<file path="config.mk">
export PLATFORM = sky130hd
export DESIGN_NAME = util_heartbeat_gen
export DESIGN_NICKNAME = d
export VERILOG_FILES = /design/src/rtl/util_heartbeat_gen.sv
export SDC_FILE = /design/constraint.sdc
export NUM_CORES = 1
export LEC_CHECK = 0
export ABC_CLOCK_PERIOD_IN_PS = 4600
export CORE_MARGIN = 2
export CORE_UTILIZATION = 45
export DETAILED_ROUTE_END_ITERATION = 12
export GPL_TIMING_DRIVEN = 0
export PLACE_DENSITY = 0.76
export SLEW_MARGIN = 20
export SYNTH_ARGS = -nofsm -noshare
export SYNTH_HDL_FRONTEND = slang
export SYNTH_SLANG_ARGS = --single-unit
</file>
<file path="constraint.sdc">
create_clock -name clk -period 4.6 [get_ports clk]
set_clock_uncertainty 0.15 [all_clocks]
set_input_delay 0.92 -clock clk [delete_from_list [all_inputs] [get_ports clk]]
set_output_delay 0.92 -clock clk [all_outputs]
set_load 0.01 [all_outputs]
</file>
<file path="src/rtl/util_heartbeat_gen.sv">
// Programmable heartbeat transmitter: emits one beat every period_l ticks of cnt_pulse,
// either as a width_l-tick pulse or as a level toggle, with hold/disable control.
module util_heartbeat_gen #(
    parameter int CNT_WIDTH      = 32,
    parameter int BEAT_CNT_WIDTH = 16
) (
    input  logic                      clk,
    input  logic                      rst,
    input  logic                      en,
    input  logic                      mode,
    input  logic [CNT_WIDTH-1:0]      period,
    input  logic [CNT_WIDTH-1:0]      width,
    input  logic                      cnt_pulse,
    input  logic                      hold,
    output logic                      beat_out,
    output logic                      beat_strobe,
    output logic                      busy,
    output logic [BEAT_CNT_WIDTH-1:0] beat_cnt
);

    typedef enum logic [1:0] {IDLE, HIGH, LOW} state_t;

    state_t                    state, state_d;
    logic [CNT_WIDTH-1:0]      pcnt, pcnt_d, pcnt_inc;
    logic [CNT_WIDTH-1:0]      period_l, period_l_d, width_l, width_l_d;
    logic [CNT_WIDTH-1:0]      period_clamp, width_min, width_clamp;
    logic                      mode_l, mode_l_d;
    logic                      beat_out_d, beat_strobe_d;
    logic [BEAT_CNT_WIDTH-1:0] beat_cnt_d;
    logic                      tick, beat_start, first_beat;

    // Clamp so a pulse always has at least one high and one low tick.
    always_comb begin
        period_clamp = (period < CNT_WIDTH'(2)) ? CNT_WIDTH'(2) : period;
        width_min    = (width == '0) ? CNT_WIDTH'(1) : width;
        width_clamp  = (width_min >= period_clamp) ? period_clamp - CNT_WIDTH'(1) : width_min;
    end

    assign tick     = cnt_pulse && !hold && (state != IDLE);
    assign pcnt_inc = pcnt + CNT_WIDTH'(1);
    assign busy     = (state != IDLE);

    always_comb begin
        state_d       = state;
        pcnt_d        = pcnt;
        period_l_d    = period_l;
        width_l_d     = width_l;
        mode_l_d      = mode_l;
        beat_out_d    = beat_out;
        beat_strobe_d = 1'b0;
        beat_cnt_d    = beat_cnt;
        beat_start    = 1'b0;
        first_beat    = 1'b0;

        if (state == IDLE) begin
            if (en && !hold) begin
                beat_start = 1'b1;
                first_beat = 1'b1;
            end
        end else if (!en) begin
            // Disable beats any pending beat start in the same cycle.
            state_d    = IDLE;
            beat_out_d = 1'b0;
        end else if (tick) begin
            pcnt_d = pcnt_inc;
            case (state)
                HIGH: begin
                    if (mode_l) begin
                        if (pcnt_inc >= period_l) beat_start = 1'b1;
                    end else if (pcnt_inc >= width_l) begin
                        state_d    = LOW;
                        beat_out_d = 1'b0;
                    end
                end
                LOW: if (pcnt_inc >= period_l) beat_start = 1'b1;
                default: state_d = IDLE;
            endcase
        end

        if (beat_start) begin
            state_d       = HIGH;
            pcnt_d        = '0;
            beat_strobe_d = 1'b1;
            beat_cnt_d    = first_beat ? BEAT_CNT_WIDTH'(1) : beat_cnt + BEAT_CNT_WIDTH'(1);
            period_l_d    = period_clamp;
            width_l_d     = width_clamp;
            mode_l_d      = mode;
            beat_out_d    = mode ? ~beat_out : 1'b1;
        end
    end

    always_ff @(posedge clk or posedge rst) begin
        if (rst) begin
            state       <= IDLE;
            pcnt        <= '0;
            period_l    <= CNT_WIDTH'(2);
            width_l     <= CNT_WIDTH'(1);
            mode_l      <= 1'b0;
            beat_out    <= 1'b0;
            beat_strobe <= 1'b0;
            beat_cnt    <= '0;
        end else begin
            state       <= state_d;
            pcnt        <= pcnt_d;
            period_l    <= period_l_d;
            width_l     <= width_l_d;
            mode_l      <= mode_l_d;
            beat_out    <= beat_out_d;
            beat_strobe <= beat_strobe_d;
            beat_cnt    <= beat_cnt_d;
        end
    end

endmodule

</file>
==> results.sh <==
export IMPL_outcome="completed"
export IMPL_h_tree_depth=4
export IMPL_pwr_share_seq_pct=34.2
export IMPL_peakVddDrop_mv=0.251
export IMPL_antenna_left=0
export IMPL_synthSimpleGateAreaFrac_pct=19.8
export IMPL_synth_area_leader_cell="dfrtp_1"
export IMPL_path_max_fanout=8
export IMPL_arrival_ns=4.75
export IMPL_required_ns=4.79
export IMPL_setup_violations=0
export IMPL_grt_ovfl_total=0
export IMPL_cts_path_max_buffers=2
export IMPL_hp_class="reg -> reg"
export IMPL_wl_per_cell_um=16.6
export IMPL_dr_total_vias=8238
export IMPL_synth_fp_nets=1238
export IMPL_std_cell_rows=51
export IMPL_intPower_mw=2.84
export IMPL_multi_input_area_mm2=0.00547
export IMPL_area_growth_pct=27.6
export IMPL_worst_pin_slew_ns=0.886
export IMPL_avgSynthCellArea_um2=8.25
export IMPL_synth_xor_area_share_pct=5.78
export IMPL_hold_buffers=0
export IMPL_wl_met2_mm=11.3
export IMPL_gp_congestion=0.910
export IMPL_p_switching_mw=1.60
export IMPL_grtUsageTotal_pct=24.5
export IMPL_crit_type="reg -> reg"
export IMPL_grt_pass1_vias=7973
export IMPL_yosysWarningCount=0
export IMPL_power_density_mw_per_mm2=396
export IMPL_combPwrFrac_pct=36.2
export IMPL_fp_coreArea_mm2=0.0193
export IMPL_ios=89
export IMPL_die_x_um=144
export IMPL_max_slew_margin_rel_pct=40.5
export IMPL_diodes=0
export IMPL_cts_made_buffers=17
export IMPL_synth_ff_type="dfrtp_1"
export IMPL_drv_slew=0
export IMPL_period_minus_slack_ns=4.56
export IMPL_initial_core_util_pct=45.5
export IMPL_fill_cells=1697
export IMPL_netlist_area_mm2=0.00879
export IMPL_via_per_inst=5.55
export IMPL_grt_max_degree=67
export IMPL_cts_root_buf="clkbuf_16"
export IMPL_crit_path_end_kind="register"
export IMPL_cap_violations=0
export IMPL_die_h_um=144
export IMPL_die_area_mm2=0.0207
export IMPL_synth_most_common_cell="dfrtp_1"
export IMPL_drc=0
export IMPL_grt_pass1_wl_mm=39.6
export IMPL_first_pass_iters=5
export IMPL_synthTopCellsByArea="dfrtp_1 (33%), ha_1 (15%), o21ai_0 (5.9%)"
export IMPL_wl_met3_mm=1.15
export IMPL_synth_edf_count=0
export IMPL_maxClockFrequency_ghz=0.220
export IMPL_leakagePower_nw=5.08
export IMPL_clock_sinks=117
export IMPL_final_nets=1377
export IMPL_ys_ff_latch=117
export IMPL_place_area_mm2=0.0100
export IMPL_synth_mux_area_share_pct=0.114
export IMPL_clkLatencyLatePin_ns=0.42
export IMPL_m1WireLength_mm=11.5
export IMPL_min_period_over_period_pct=99.0
export IMPL_synth_top_area_share_pct=32.7
export IMPL_synth_compound_area_share_pct=19.0
export IMPL_regArea_mm2=0.00293
export IMPL_yosys_top_cells_count="dfrtp_1 (115), nand2_1 (113), inv_1 (105)"
export IMPL_drive_above_1_share_pct=12.6
export IMPL_rsz0062_at_grt="yes"
export IMPL_highest_layer="met4"
export IMPL_antenna_found_initial=0
export IMPL_path_clk_slew_ns=0.06
export IMPL_cts_tree="built"
export IMPL_worstSetupStartpointType="register"
export IMPL_synthArstFlopShare_pct=100
export IMPL_total_power_mw=4.44
export IMPL_final_cell_area_mm2=0.0112
export IMPL_drt_total_wl_mm=24.7
export IMPL_syn_inst=1066
export IMPL_synth_top_family_by_area="simple AND/OR/NAND/NOR gates"
export IMPL_fin_hold_ws_ns=0.329
export IMPL_synth_fa_ha_area_share_pct=14.5
export IMPL_dpl_hpwl_mm=18.7
export IMPL_drt_iter0_drc=595
export IMPL_port_buffer_count=88
export IMPL_clkPwrFrac_pct=29.6
export IMPL_seq_area_frac_synth_pct=33.3
export IMPL_switching_share_pct=35.9
export IMPL_final_hold_viol_count=0
export IMPL_ys_types=62
[power by group through the flow]
stage | registers [mW] | clock network (mW) | logic [mW]
after CTS | 1.51 | 1.32 | 1.56
final | 1.52 | 1.32 | 1.61
after global routing | 1.55 | 1.37 | 1.82
after global placement | 1.51 | 0 | 1.41
after detailed placement | 1.53 | 0 | 1.47
after floorplan | 1.48 | 0 | 1.04
[flip-flops by register name, indices dropped and copies added (netlist names)]
register,flops
beat_cnt,16
beat_strobe,1
state,2
pcnt,32
width_l,32
mode_l,1
period_l,32
beat_out,1
[final timing paths]
check,from,end,slack [ns],depth (start not counted)
min in group asynchronous,rst,period_l[6]$_DFFE_PP0P_,0.77,2
max,pcnt[5]$_DFFE_PP0P_,beat_cnt[10]$_DFFE_PP0P_,0.04,15
max reg2reg,pcnt[5]$_DFFE_PP0P_,beat_cnt[10]$_DFFE_PP0P_,0.04,15
max in group asynchronous,rst,width_l[0]$_DFFE_PP1P_,2.80,3
min,period_l[31]$_DFFE_PP0P_,period_l[31]$_DFFE_PP0P_,0.33,2
min reg2reg,period_l[31]$_DFFE_PP0P_,period_l[31]$_DFFE_PP0P_,0.33,2
[stage by stage]
step                      utilization (%)  setup TNS, ns  worst slack, ns  instances
after global placement               51.8        -241.26            -1.29       1419
final                                58.0              0           0.0449       1483
after CTS                            56.6              0          0.00252       1468
after global routing                 58.0         -0.278          -0.0562       1483
after detailed placement             51.9         -95.66            -1.16       1420
after floorplan                         -              0           0.0953       1066
[area by class of cell]
cell class	instances	share of cell area, %
Buffer	63	2.89
Clock buffer	20	4.07
Clock inverter	12	1.14
Inverter	106	3.61
Multi-Input combinational cell	778	48.8
Sequential cell	117	26.2
Tap cell	265	2.96
Timing Repair Buffer	122	10.4
[critical path: stages (launching register included)]
cell      delay (ns)
dfrtp_1         0.42
inv_1           0.08
or3_4           0.42
or4_4           0.57
nor2_4          0.16
and3_4          0.24
xor2_4          0.09
ha_4            0.29
nand4_1         0.16
or4_4           0.58
a211oi_2        0.21
o41a_4          0.27
buf_6           0.13
o21ai_4         0.08
or4_4           0.50
a21oi_2         0.14
[what timing repair did]
item | CTS | global route
setup endpoints to repair | 117 | 110
buffers inserted | 16 | 15
resized for setup | 53 | 47
gates cloned | 2 | 0
hold endpoints to repair | 0 | 0
pin swaps | 17 | 28
[cell usage in the layout, fill, tap and decap left out, types with 39 or more instances in the layout]
master,count
dfrtp_1,112
nand2_1,111
inv_1,104
o21ai_0,97
ha_1,97
clkdlybuf4s50_1,84
nor2_1,72
a21oi_1,45
xnor2_1,44
clkbuf_1,39
[routing by layer]
layer | track usage, % | vias to the layer above
met5 | 0 | -
met4 | 9.44 | 0
met3 | 3.53 | 47
met2 | 39.6 | 281
met1 | 33.1 | 3874
li1 | - | 4036
[cell families after synthesis]
logic type                 count (synthesis)
AOI/OAI and AO/OA                        270
xor gates and xnor gates                  58
adders and majority gates                102
buffers and inverters                    171
DFF                                      117
muxes                                      1
and+or+nand+nor                          347
Power figures use the tool's default switching activity.
